<file path="src/rtl/tt_arith_pkg.sv">
// Shared definitions for the TinyTapeout serial arithmetic blocks:
// FSM state encoding and the default operand width.
package tt_arith_pkg;

    localparam int DEFAULT_WIDTH = 8;

    localparam logic [1:0] ENC_IDLE  = 2'd0;
    localparam logic [1:0] ENC_SHIFT = 2'd1;
    localparam logic [1:0] ENC_DONE  = 2'd2;

    typedef enum logic [1:0] {
        ST_IDLE  = ENC_IDLE,
        ST_SHIFT = ENC_SHIFT,
        ST_DONE  = ENC_DONE
    } serial_state_t;

endpackage

</file>
<file path="src/rtl/full_subtractor_cell.sv">
// Single-bit full subtractor: d = a - b - bin, with borrow out.
module full_subtractor_cell (
    input  logic i_a,
    input  logic i_b,
    input  logic i_bin,
    output logic o_d,
    output logic o_bout
);

    logic w_axb;

    assign w_axb  = i_a ^ i_b;
    assign o_d    = w_axb ^ i_bin;
    assign o_bout = (~i_a & i_b) | (~w_axb & i_bin);

endmodule

</file>
<file path="src/rtl/serial_subtractor.sv">
// Bit-serial subtractor: captures a and b on start, produces a - b LSB first
// through one full-subtractor cell, then publishes diff/borrow with a done pulse.
module serial_subtractor
    import tt_arith_pkg::*;
#(
    parameter int WIDTH = DEFAULT_WIDTH
) (
    input  logic             clk,
    input  logic             rst,
    input  logic             start,
    input  logic [WIDTH-1:0] a,
    input  logic [WIDTH-1:0] b,
    output logic             busy,
    output logic             done,
    output logic [WIDTH-1:0] diff,
    output logic             borrow
);

    localparam int CNT_W = (WIDTH > 1) ? $clog2(WIDTH) : 1;
    localparam logic [CNT_W-1:0] LAST_BIT = CNT_W'(WIDTH - 1);

    serial_state_t    r_state;
    serial_state_t    w_state_next;

    logic [WIDTH-1:0] r_a_sr;
    logic [WIDTH-1:0] r_b_sr;
    logic [WIDTH-1:0] r_d_sr;
    logic             r_bin;
    logic [CNT_W-1:0] r_cnt;
    logic [WIDTH-1:0] r_diff;
    logic             r_borrow;
    logic             r_done;

    logic             w_d;
    logic             w_bout;
    logic             w_last_bit;

    full_subtractor_cell u_cell (
        .i_a    (r_a_sr[0]),
        .i_b    (r_b_sr[0]),
        .i_bin  (r_bin),
        .o_d    (w_d),
        .o_bout (w_bout)
    );

    assign w_last_bit = (r_cnt == LAST_BIT);

    // NOTE: sequential state uses non-blocking assignments so every register
    // samples the pre-edge values, independent of statement order.
    always_ff @(posedge clk) begin
        if (rst) begin
            r_state <= ST_IDLE;
        end else begin
            r_state <= w_state_next;
        end
    end

    // NOTE: the next state is defaulted before the case so no path leaves it
    // unassigned, which would otherwise infer a latch.
    always_comb begin
        w_state_next = r_state;
        case (r_state)
            ST_IDLE:  if (start) w_state_next = ST_SHIFT;
            ST_SHIFT: if (w_last_bit) w_state_next = ST_DONE;
            ST_DONE:  w_state_next = ST_IDLE;
            default:  w_state_next = ST_IDLE;
        endcase
    end

    // NOTE: the shift registers and counter are cleared on reset too, so an
    // aborted operation leaves no stale partial result behind.
    always_ff @(posedge clk) begin
        if (rst) begin
            r_a_sr   <= '0;
            r_b_sr   <= '0;
            r_d_sr   <= '0;
            r_bin    <= 1'b0;
            r_cnt    <= '0;
            r_diff   <= '0;
            r_borrow <= 1'b0;
            r_done   <= 1'b0;
        end else begin
            r_done <= 1'b0;
            case (r_state)
                ST_IDLE: begin
                    if (start) begin
                        r_a_sr <= a;
                        r_b_sr <= b;
                        r_bin  <= 1'b0;
                        r_cnt  <= '0;
                    end
                end
                ST_SHIFT: begin
                    r_a_sr <= {1'b0, r_a_sr[WIDTH-1:1]};
                    r_b_sr <= {1'b0, r_b_sr[WIDTH-1:1]};
                    r_d_sr <= {w_d, r_d_sr[WIDTH-1:1]};
                    r_bin  <= w_bout;
                    if (!w_last_bit) begin
                        r_cnt <= r_cnt + 1'b1;
                    end
                end
                ST_DONE: begin
                    // Results become visible only here, never mid-operation.
                    r_diff   <= r_d_sr;
                    r_borrow <= r_bin;
                    r_done   <= 1'b1;
                end
                default: ;
            endcase
        end
    end

    assign busy   = (r_state != ST_IDLE);
    assign done   = r_done;
    assign diff   = r_diff;
    assign borrow = r_borrow;

endmodule

</file>
<file path="config.mk">
export PLATFORM = sky130hd
export DESIGN_NAME = serial_subtractor
export DESIGN_NICKNAME = d
export VERILOG_FILES = /design/src/rtl/tt_arith_pkg.sv /design/src/rtl/full_subtractor_cell.sv /design/src/rtl/serial_subtractor.sv
export SDC_FILE = /design/constraint.sdc
export NUM_CORES = 1
export LEC_CHECK = 0
export BUFFER_PORTS_ARGS = -buffer_cell sky130_fd_sc_hd__buf_4
export CAP_MARGIN = 10
export CORE_MARGIN = 2
export CORE_UTILIZATION = 50
export DETAILED_ROUTE_END_ITERATION = 6
export PLACE_DENSITY = 0.72
export REMOVE_ABC_BUFFERS = 1
export SLEW_MARGIN = 30
export SYNTH_ARGS = -nofsm -noshare
export SYNTH_HDL_FRONTEND = slang
export SYNTH_SLANG_ARGS = --single-unit
</file>
<file path="constraint.sdc">
create_clock -name clk -period 2 [get_ports clk]
set_clock_uncertainty 0.2 [all_clocks]
set_input_delay 0.2 -clock clk [delete_from_list [all_inputs] [get_ports clk]]
set_output_delay 0.2 -clock clk [all_outputs]
set_load 0.1 [all_outputs]
</file>
# Yosys cells after proc, flatten, opt, wreduce, memory -nomap -nowiden
# Cells that the tools add are included.
totals:
  register_bits: 40
  latch_bits: 0
  mem_bits_rw: 0
  romBits: 0
  out_inout_bits: 11
  wordCells: 42
  n_memories: 0
classes:
  add_sub_neg: 1
  mul: 0
  n_div: 0
  magnitude_cmp: 0
  eq_ne: 6
  n_shift: 0
  mux: 13
  bitwise: 7
  reduce_logical: 6
ops:
  columns: ["operator", "n"]
  rows:
  - ["$pmux W8 S2", 2]
  - ["$mux W8", 2]
  - ["$mux W3", 2]
  - ["$ne A2 B2 Y1 const B", 3]
  - ["$pmux W3 S2", 1]
  - ["$mux W2", 2]
  - ["$pmux W2 S2", 1]
  - ["$reduce_and A2 Y1", 2]
  - ["$reduce_bool A2 Y1", 2]
  - ["$add A3 B1 Y3 const B", 1]
  - ["$eq A3 B3 Y1 const B", 1]
  - ["$reduce_and A3 Y1", 1]
  - ["$and A1 B1 Y1", 2]
  - ["$eq A2 B1 Y1 const B", 1]
  - ["$eq A2 B2 Y1 const B", 1]
  - ["$logic_not A2 Y1", 1]
  - ["$mux W1", 2]
  - ["$not A1 Y1", 2]
  - ["$pmux W1 S2", 1]
  - ["$xor A1 B1 Y1", 2]
  - ["$or A1 B1 Y1", 1]

# Longest topological paths before layout
# Gate-level depths: netlist of run 1.
depth:
  ltp_word: 5
  mapped_depth: 6

# Hierarchy
# Synthesis of run 1 repeated with hierarchy kept, for this count alone.
unflattened:
  cells_unflattened: 183
  hier_area_um2: 1724.2
modules_own_cells:
  columns: ["mod", "n_inst", "cells_each", "area_per_inst_um2", "seq_area_each_um2"]
  rows:
  - ["serial_subtractor", 1, 179, 1692.9, 800.8]
  - ["full_subtractor_cell", 1, 4, 31.3, 0.0]

# Worst setup path before layout of run 1
# OpenSTA, ideal clock, no wires.
synth_path:
  kind: "flip-flop to output port"
  from: "register r_state[0]"
  to: "output port busy"
  t_arrival_ns: 1.304
  t_required_ns: 1.600
  slack_ns: 0.296
  path_stages_with_launch: 5
  path_cell_list: "dfxtp_1 -> buf_4 -> buf_2 -> nor2_1 -> inv_1"
synth_via:
  elab_chain_len: 1
synth_rtl:
  columns: ["element", "line", "source"]
  rows:
  - ["from (decl)", "serial_subtractor.sv:22", "serial_state_t r_state;"]
  - ["from (signal assigned)", "serial_subtractor.sv:54", "r_state <= w_state_next;"]
  - ["$reduce_bool A2 Y1", "serial_subtractor.sv:113", "assign busy = (r_state != ST_IDLE);"]
  - ["to (decl)", "serial_subtractor.sv:13", "output logic busy,"]
# Every way passes these cells.

# Worst setup path after layout of run 1
layout_path:
  from: "register r_state[0]"
  to: "register r_b_sr[7]"
layout_via:
  elab_chain_len: 3
  word_cells_on_any_way: 6
  classes_between: "2 x eq/ne; 1 x mux; 3 x reduce/logical"
layout_rtl:
  columns: ["element", "line", "source"]
  rows:
  - ["$eq A2 B1 Y1 / $logic_not A2 Y1 (equally long branches)", "serial_subtractor.sv:84", "case (r_state)"]
  - ["$reduce_bool A2 Y1 (no line) / $ne A2 B2 Y1 (equally long branches)", null, null]
  - ["$reduce_and A2 Y1 (no line)", null, null]
  - ["to (signal assigned)", "serial_subtractor.sv:95", "r_b_sr <= {1'b0, r_b_sr[WIDTH-1:1]};"]
  - ["to (decl)", "serial_subtractor.sv:26", "logic [WIDTH-1:0] r_b_sr;"]
# Several ways; a longest one is shown, not always the timed one.
# A chain may end at the register's enable or synchronous reset.

==> impl_results.md, run 1 <==
* Run status: finished clean
* CP required at 2.02 ns
* CP Data Arrival Time at ~1.9 ns
* CTS tree: done
* Final nets at 231
* Final Hold Fails at 0
* Yosys reg bits at 40
* Slew Viols, Final at 0
* Port-buffer cells at 29
* Ports at 30
* Post-DR wirelength/cell at around 12 µm
* Chip width at 62.57 µm
* CP max-delay cell: dlygate4sd3_1
* DP Wirelength at 2.108 mm
* Final setup fails at 0
* Synth warnings at 0
* Mean post-synth cell area at approximately 9.5 µm²
* Sequential fraction of design power at 0.468
* Post-route ant nets at 0
* Largest net degree at the start of global routing at between 40 and 50
* Commonest cells post-synth: 40 x dfxtp_1, 35 x nand2_1, 17 x a21oi_1
* Vias at 1324
* Net Switching at 391.3 µW
* Share of cells above drive strength 1 at 0.2905
* Number of diodes at 0
* Worst skew pair latency at roughly 0.34 ns
* Critical Path Max Stage Delay at 0.58 ns
* Number of synthesized flops with an enable pin at 0
* WL final at 3.166 mm
* CTS H-tree depth at 2
* Comb pwr share at 0.108
* TritonRoute pass-1 iters at 4
* Netlist cell types at 29
* Top post-synthesis cells by area: dfxtp_1 47%, a211oi_2 10%, mux2i_1 8.2%, nand2_1 7.7%, a21oi_1 5.0%
* Part of the cycle the worst path needs at 0.9329
* Vias in the first global route at 1210
* CP startpoint kind: register
* Die ar. at slightly below 4000 µm²
* Crit path time final at approximately 1.9 ns
* Crit Path Category: reg2reg
* Slew margin rel. at 0.5696
* Row cnt at 21
* First-pass GRT wire length at 5.526 mm
* Sink Count at 40
* CTS Buf Count at 5
* Core area at 3311 µm²
* Synth async-reset ratio at 0
* RD Place Congestion at 0.7262
* Critical path endpoint category: register
* Yosys top cell by area: dfxtp_1
* Pwr Total at around 1.8 mW
* CTS clk-pin slew, worst paths at 0.11 ns
* Setup_tns at 0 ns
* Internal Pwr Total at ~1.4 mW
* Gr usage total at 0.1771
* Synth top area share at 0.4668
* Worst-margin pin slew at 0.6443 ns
* Top-count cell post-synth: dfxtp_1
* Leak pwr at approximately 0.81 nW
* Syn Std Cell Area at 1715 µm²
* Worst-case vdd ir drop at 0.4436 mV
* Util after Layout at 0.6304
* Total grt overflow at 0
* Worst-path fanout max at 9
* Mapped Cells at 180
* Post-route DRC at 0
* CP cell instances: o21bai_2 -> a32oi_1 -> dlygate4sd3_1 -> nor2_1
* Achievable Freq at 0.5360 GHz
* Primary FF master, synth: dfxtp_1
* RSZ-0062 raised after global routing: false
* Clock power share at 0.424
* Max clock buf depth at 2
* Clock root buffer master: clkbuf_4
* Sequential-to-total area share from yosys stat at 0.4668
* Iteration-0 DRC Markers at 58
* Max Cap Viol at 0
* Switching Share at 0.2139
* Initial antenna violation count at 0
* Die height at 62.57 µm
* Hold/Removal Path Class: in2reg
* Initial core utilization at 0.5181
* Area grow syn2layout at 21.66%
* DR vias/cell at a little over 5
* Power Dens Cells at about 880 nW/µm²
routing by layer:
layer  routed length (µm)  vias up  GRT usage
li1                     -      674          -
met1                 1268      606     0.2007
met2                 1686       40     0.3145
met3                  186        4    0.05586
met4                   25        0    0.05833
met5                    0        -          0
critical path: cells and delay by family, from the launching register on:
kind | cells | cell delay, ns
buffers and inverters | 1 | 0.58
DFF | 1 | 0.51
AOI/OAI and AO/OA | 2 | 0.42
and+or+nand+nor | 1 | 0.04
kinds of logic after synthesis:
group           share of synthesized area
flops                              0.4668
buf+inv                           0.06127
compound gates                     0.1962
fa+ha+maj                         0.02626
mux                               0.08169
simple gates                       0.1678
layout make-up:
type | count | area, µm²
clock buffers | 5 | 37.54
clock inverters | 3 | 90.09
fillers | 297 | 1224
inverters | 2 | 7.507
multi-input cells | 124 | 813.3
flip-flops and latches | 40 | 800.8
well taps | 46 | 57.56
repair buffers | 36 | 280.3
registers in the layout, indices dropped and copies added (netlist names):
name,count
r_state,2
r_d_sr,8
r_bin,1
diff,8
r_cnt,3
done,1
r_a_sr,8
r_b_sr,8
borrow,1
per-stage QoR:
step                std cells  hold WS, ns  instance area [µm²]  worst slack, ns
global placement          244       0.2374                 1916           0.5043
finish                    256      0.02751                 2087           0.1342
global route              256      0.01194                 2087          0.07222
floorplan                 166      0.06465                 1618          -0.4631
detailed placement        244       0.2468                 1916           0.4264
CTS                       256     0.006703                 2083           0.1298
worst paths after layout:
check	endpoint	start	slack (ns)	cells past startpoint
max	r_b_sr[7]	r_state[0]	0.13	4
max reg2reg	r_b_sr[7]	r_state[0]	0.13	4
min reg2reg	diff[0]	diff[0]	0.26	2
min	r_a_sr[6]	a[6]	0.03	3
power by group through the flow:
stage,logic (mW),clock network [mW],registers (mW)
finish,0.197,0.775,0.857
global route,0.217,0.841,0.862
CTS,0.198,0.795,0.857
detailed placement,0.190,0,0.874
global placement,0.182,0,0.873
floorplan,0.116,0,0.877
what timing repair did:
| action | 4_1_cts | 5_1_grt |
|---|---|---|
| resized for setup | 0 | 1 |
| endpoints found under the setup margin | 0 | 2 |
| endpoints found under the hold margin | 2 | 0 |
| hold buffers | 4 | 0 |
| buffers inserted | 0 | 0 |
layout by cell type (no fill, tap or decap), types with 4 or more instances in the layout:
| cell type | count |
|---|---|
| nor2_2 | 6 |
| dfxtp_1 | 40 |
| clkbuf_4 | 5 |
| mux2i_1 | 14 |
| a21oi_1 | 17 |
| a211oi_2 | 14 |
| buf_4 | 32 |
| nor2_1 | 15 |
| dlygate4sd3_1 | 4 |
| nand3_1 | 4 |
| nand2_1 | 35 |
Power figures use the tool's default switching activity.
==> run 2, diff against run 1 <==
BUFFER_PORTS_ARGS = -buffer_cell sky130_fd_sc_hd__buf_2   (was -buffer_cell sky130_fd_sc_hd__buf_4)
==> impl_results.md, run 2 (synthesized netlist as in run 1, its figures left out) <==
* Run status: finished clean
* First-pass GRT wire length at 5.540 mm (+0.25%)
* Global routing usage on met2 at 0.3159 (+0.001344)
* Initial antenna violation count at 0 (unchanged)
* Part of the cycle the worst path needs at 0.9421 (+0.009229)
* Initial core utilization at 0.5181 (unchanged)
* Port-buffer cells at 29 (unchanged)
* CP cell instances: o21bai_1 -> a32oi_1 -> dlygate4sd3_1 -> nor2_1
* Leak pwr at 0.7829 nW (-3.5%)
* Util after Layout at 0.6028 (-0.02759)
* Met1 usage at 0.1959 (-0.004808)
* Area taken by multi-input logic gates at 809.5 µm² (-0.46%)
* Share of cells above drive strength 1 at 0.2864 (-0.004091)
* Commonest non-fill, non-tap cell in the layout: dfxtp_1
* Gr usage total at 0.1805 (+0.003344)
* Pwr Total at 1.481 mW (-19%)
* Worst-margin pin slew at 0.5898 ns (-0.05453 ns)
* Buf/Inv on CP at 1 (unchanged)
* Vias in the first global route at 1248 (+3.1%)
* Worst-path fanout max at 11 (+2)
* FILL cells at 322 (+8.4%)
* Vias at 1303 (-1.6%)
* Final setup fails at 0 (unchanged)
* Final nets at 234 (+1.3%)
* Reg2reg setup slack at 0.12 ns (-0.02 ns)
* Total grt overflow at 0 (unchanged)
* Achievable Freq at 0.5307 GHz (-0.98%)
* DP Wirelength at 2.148 mm (+1.9%)
* Area grow syn2layout at 16.34%
* Setup_tns at 0 ns (unchanged)
* Setup crit start: r_state[0]
* DP Worst Slack at 0.3425 ns (-0.08392 ns)
* Die ar. at 3915 µm² (unchanged)
* Post-route DRC at 0 (unchanged)
* Register-to-Register Path Depth at 4 (unchanged)
* Critical path endpoint category: register
* Worst hold margin at 0.01661 ns (-0.01090 ns)
* CTS tree: done
* Crit path time final at 1.884 ns (+0.01846 ns)
* Row cnt at 21 (unchanged)
* Slew Viols, Final at 0 (unchanged)
* Setup WS post-layout at 0.1157 ns (-0.01846 ns)
* Iteration-0 DRC Markers at 54 (-6.9%)
* Max Cap Viol at 0 (unchanged)
* Die height at 62.57 µm (unchanged)
* Slew margin rel. at 0.6060 (+0.03643)
* Critical Path Max Stage Delay at 0.59 ns (about the same)
* R2R Path Start: r_state[0]
* Sink Count at 40 (unchanged)
* CTS clk-pin slew, worst paths at 0.11 ns (about the same)
* Number of diodes at 0 (unchanged)
* CP max-delay cell: dlygate4sd3_1
* Crit Path Category: reg2reg
* Post-route ant nets at 0 (unchanged)
* CTS H-tree depth at 2 (unchanged)
* Largest net degree at the start of global routing at 29 (-29%)
* CP top delay family: buffers and inverters
* Chip width at 62.57 µm (unchanged)
* TritonRoute pass-1 iters at 3 (-1)
* RSZ-0062 raised after global routing: false
* Final Hold Fails at 0 (unchanged)
* Gr busiest metal: met2
* CP startpoint kind: register
* Clock root buffer master: clkbuf_4
* DR vias/cell at 5.031 (-2.7%)
* CP Data Arrival Time at 1.97 ns (+0.08 ns)
* Register area at 802.0 µm² (+0.16%)
* RD Place Congestion at 0.7168 (-1.3%)
* WL final at 3.074 mm (-2.9%)
* Post-DR wirelength/cell at 11.87 µm (-4.0%)
* R2r endpoint: r_a_sr[7]
* Critical Path Sink: r_a_sr[7]
* Levels on crit path at 4 (unchanged)
* Worst skew pair latency at 0.34 ns (about the same)
* Grt met3 use at 0.06847 (+0.01261)
* CP required at 2.09 ns (+0.07 ns)
* Ports at 30 (unchanged)
* Core area at 3311 µm² (unchanged)
* Commonest non-fill, non-tap cells in the layout: 39 x dfxtp_1, 35 x nand2_1, 28 x buf_2
* Max clock buf depth at 2 (unchanged)
* Min-delay src: a[1]
* Power Dens Cells at 742.3 nW/µm² (-15%)
* CTS Buf Count at 5 (unchanged)
* Worst-case vdd ir drop at 0.5706 mV (+29%)
* Hold/Removal Path Class: in2reg
## run 2: report_power, final
group	switching, mW	internal, mW	leakage [nW]
logic	0.107	0.0917	0.423
clock network	0.251	0.174	0.0326
registers	0.0255	0.832	0.327
## run 2: per-stage QoR
stage / cell area, µm² / cells
floorplan: 1618 / 166
global placement: 1886 / 246
detailed placement: 1886 / 246
CTS: 1984 / 258
global route: 1996 / 259
finish: 1996 / 259
## run 2: timing repair
item,in CTS,in global routing
endpoints found under the setup margin,0,2
hold buffers,4,1
resized for setup,0,1
hold endpoints to repair,2,1
buffers inserted,0,0
## run 2: worst register-to-register path, stage by stage (launching register included)
cell           delay (ns)
dfxtp_2              0.40
o21bai_1             0.46
a32oi_1              0.10
dlygate4sd3_1        0.59
nor2_1               0.09
## run 2: worst min-delay path by stage
| stage | slack, ns | depth (start not counted) | endpoint |
|---|---|---|---|
| 6_report | 0.02 | 3 | r_a_sr[1] |
| 5_1_grt | 0.004 | 3 | r_a_sr[2] |
| 4_1_cts | 0.01 | 3 | r_a_sr[3] |
| 3_5_place_dp | 0.24 | 2 | diff[7] |
| 3_3_place_gp | 0.24 | 2 | diff[0] |
| 2_1_floorplan | 0.06 | 1 | r_a_sr[0] |
## run 2: layer usage
| metal | part of all wire | wire (µm) |
|---|---|---|
| met5 | 0 | 0 |
| met4 | 0.014 | 44 |
| met3 | 0.046 | 142 |
| met2 | 0.50 | 1541 |
| met1 | 0.44 | 1344 |
## run 2: final cells by class
class | instances | area share
clock buffer | 8 | 0.02947
multi-input combinational | 124 | 0.4056
timing repair buffer | 39 | 0.1304
inverter | 2 | 0.003762
sequential | 40 | 0.4019
tap | 46 | 0.02884
==> run 3, diff against run 2 <==
CORE_UTILIZATION = 57   (was 50)
CTS_BUF_LIST = sky130_fd_sc_hd__clkbuf_4   (was default)
PLACE_DENSITY = 0.81   (was 0.72)
==> impl_results.md, run 3 (synthesized netlist as in run 1, its figures left out) <==
* Run status: finished, violations left
* Failing checks: DRC
* Crit Path Category: reg2reg
* TritonRoute pass-1 iters at 6 (+3)
* CP startpoint kind: register
* Critical path endpoint category: register
* Comb pwr share at 0.141 (+0.007)
* Sink Count at 40 (unchanged)
* Part of the cycle the worst path needs at 0.9501 (+0.008001)
* Ports at 30 (unchanged)
* CP Data Arrival Time at 1.93 ns (-0.04 ns)
* Register area at 800.8 µm² (-0.16%)
* Iteration-0 DRC Markers at 30 (-44%)
* Worst-path fanout max at 7 (-4)
* DP Wirelength at 2.141 mm (-0.36%)
* Vias in the first global route at 1298 (+4.0%)
* CTS H-tree depth at 2 (unchanged)
* Final nets at 234 (unchanged)
* R2R Path Start: r_state[0]
* Reg2reg setup slack at 0.1 ns (-0.02 ns)
* Max clock buf depth at 2 (unchanged)
* Placed cells at 230 (-6.5%)
* Max Cap Viol at 0 (unchanged)
* Sequential fraction of design power at 0.587 (+0.008)
* CTS Buf Count at 5 (unchanged)
* R2r endpoint: r_a_sr[7]
* Total grt overflow at 0 (unchanged)
* Critical Path Max Stage Delay at 0.60 ns (about the same)
* Design Area, Final at 1991 µm² (-0.25%)
* CP required at 2.03 ns (-0.06 ns)
* Met2 routed WL at 1.653 mm (+7.3%)
* Worst skew pair latency at 0.35 ns (about the same)
* Final setup fails at 0 (unchanged)
* Gr usage total at 0.2103 (+0.02979)
* First-pass GRT wire length at 5.492 mm (-0.87%)
* Net Switching at 399.7 µW (+4.1%)
* Max layer used: met4
* Initial core utilization at 0.6115 (+0.09337)
* CTS tree: done
* Area taken by multi-input logic gates at 813.3 µm² (+0.46%)
* Slew Viols, Final at 0 (unchanged)
* CP max-delay cell: dlygate4sd3_1
* Vias at 1365 (+4.8%)
* Achievable Freq at 0.5262 GHz (-0.84%)
* Leak pwr at 0.7905 nW (+0.97%)
* Pwr Total at 1.462 mW (-1.3%)
* Finished Layout Cells at 244 (-5.8%)
* WL final at 3.203 mm (+4.2%)
* Register-to-Register Path Depth at 4 (unchanged)
* CTS clk-pin slew, worst paths at 0.12 ns (about the same)
* Chip width at 58.86 µm (-5.9%)
* Post-Route M1 WL at 1.304 mm (-3.0%)
* Share of cells above drive strength 1 at 0.2864 (unchanged)
* DR vias/cell at 5.594 (+11%)
* Commonest non-fill, non-tap cell in the layout: dfxtp_1
* Commonest non-fill, non-tap cells in the layout: 40 x dfxtp_1, 35 x nand2_1, 28 x buf_2
* Hold/Removal Path Class: in2reg
* Core area at 2805 µm² (-15%)
* Min-delay src: a[6]
* Dpl cell area at 1872 µm² (-0.73%)
* Row cnt at 19 (-9.5%)
* Die height at 58.86 µm (-5.9%)
* Number of diodes at 0 (unchanged)
* Crit path time final at 1.900 ns (+0.01600 ns)
* Switching Share at 0.2734 (+0.01420)
* Critical Path Sink: r_a_sr[7]
* Slew margin rel. at 0.6143 (+0.008283)
* Die ar. at 3465 µm² (-12%)
* Clock root buffer master: clkbuf_4
* Worst-case vdd ir drop at 0.5593 mV (-2.0%)
* RD Place Congestion at 0.7127 (-0.57%)
* Largest net degree at the start of global routing at 29 (unchanged)
* FILL cells at 225 (-30%)
* Internal Pwr Total at 1.062 mW (-3.2%)
* Power Dens Cells at 734.5 nW/µm² (-1.0%)
* Port-buffer cells at 29 (unchanged)
* WL met3 at 171 µm (+20%)
* Clock power share at 0.272 (-0.015)
* Post-route ant nets at 0 (unchanged)
* Setup crit start: r_state[0]
* Final Hold Fails at 0 (unchanged)
* CP cell instances: o21bai_2 -> a32oi_1 -> dlygate4sd3_1 -> nor2_1
* Post-DR wirelength/cell at 13.13 µm (+11%)
* Initial antenna violation count at 0 (unchanged)
* Post-route DRC at 2 (+2)
* Area grow syn2layout at 16.05%
* Worst-margin pin slew at 0.5774 ns (-0.01240 ns)
-- run 3: routing by layer --
metal / vias to the layer above / GRT usage
met5: - / 0
met4: 0 / 0.09091
met3: 11 / 0.07473
met2: 35 / 0.3698
met1: 635 / 0.2258
li1: 684 / -
-- run 3: final cells by class --
cell class / count / share of cell area
Sequential cell: 40 / 0.4023
Clock inverter: 3 / 0.008799
Clock buffer: 5 / 0.01886
Timing Repair Buffer: 39 / 0.1383
Tap cell: 31 / 0.01948
Inverter: 2 / 0.003771
Multi-Input combinational cell: 124 / 0.4085
-- run 3: worst max-delay path, delay by kind of cell (launching register included) --
kind	cells	cell delay, ns
AOI/OAI and AO/OA	2	0.41
and+or+nand+nor	1	0.05
DFF	1	0.54
buffers and inverters	1	0.60
-- run 3: worst min-delay path by stage --
stage | end | depth (start not counted)
after floorplan | r_a_sr[0] | 1
after global placement | diff[0] | 2
after detailed placement | diff[7] | 2
after CTS | r_b_sr[0] | 3
after global routing | r_a_sr[6] | 3
final | r_a_sr[6] | 3
-- run 3: power groups by stage --
stage	registers, mW	clock network [mW]	logic (mW)
after floorplan	0.877	0	0.116
after global placement	0.873	0	0.184
after detailed placement	0.875	0	0.194
after CTS	0.857	0.412	0.206
after global routing	0.862	0.442	0.227
final	0.858	0.398	0.206
-- run 3: per-stage QoR --
| stage | hold slack (ns) | TNS (ns) | worst slack, ns | util |
|---|---|---|---|---|
| 2_1_floorplan | 0.06465 | -6.168 | -0.4631 | - |
| 3_3_place_gp | 0.2380 | 0 | 0.5018 | 0.6673 |
| 3_5_place_dp | 0.2431 | 0 | 0.4028 | 0.6673 |
| 4_1_cts | 0.006501 | 0 | 0.1161 | 0.7083 |
| 5_1_grt | 0.003044 | -0.01646 | -0.01646 | 0.7096 |
| 6_report | 0.01440 | 0 | 0.09974 | 0.7096 |
-- run 3: what timing repair did --
item | CTS | global route
setup buffers | 0 | 0
hold buffers | 6 | 0
hold endpoints to repair | 4 | 0
endpoints found under the setup margin | 0 | 2
gates resized for setup | 0 | 1
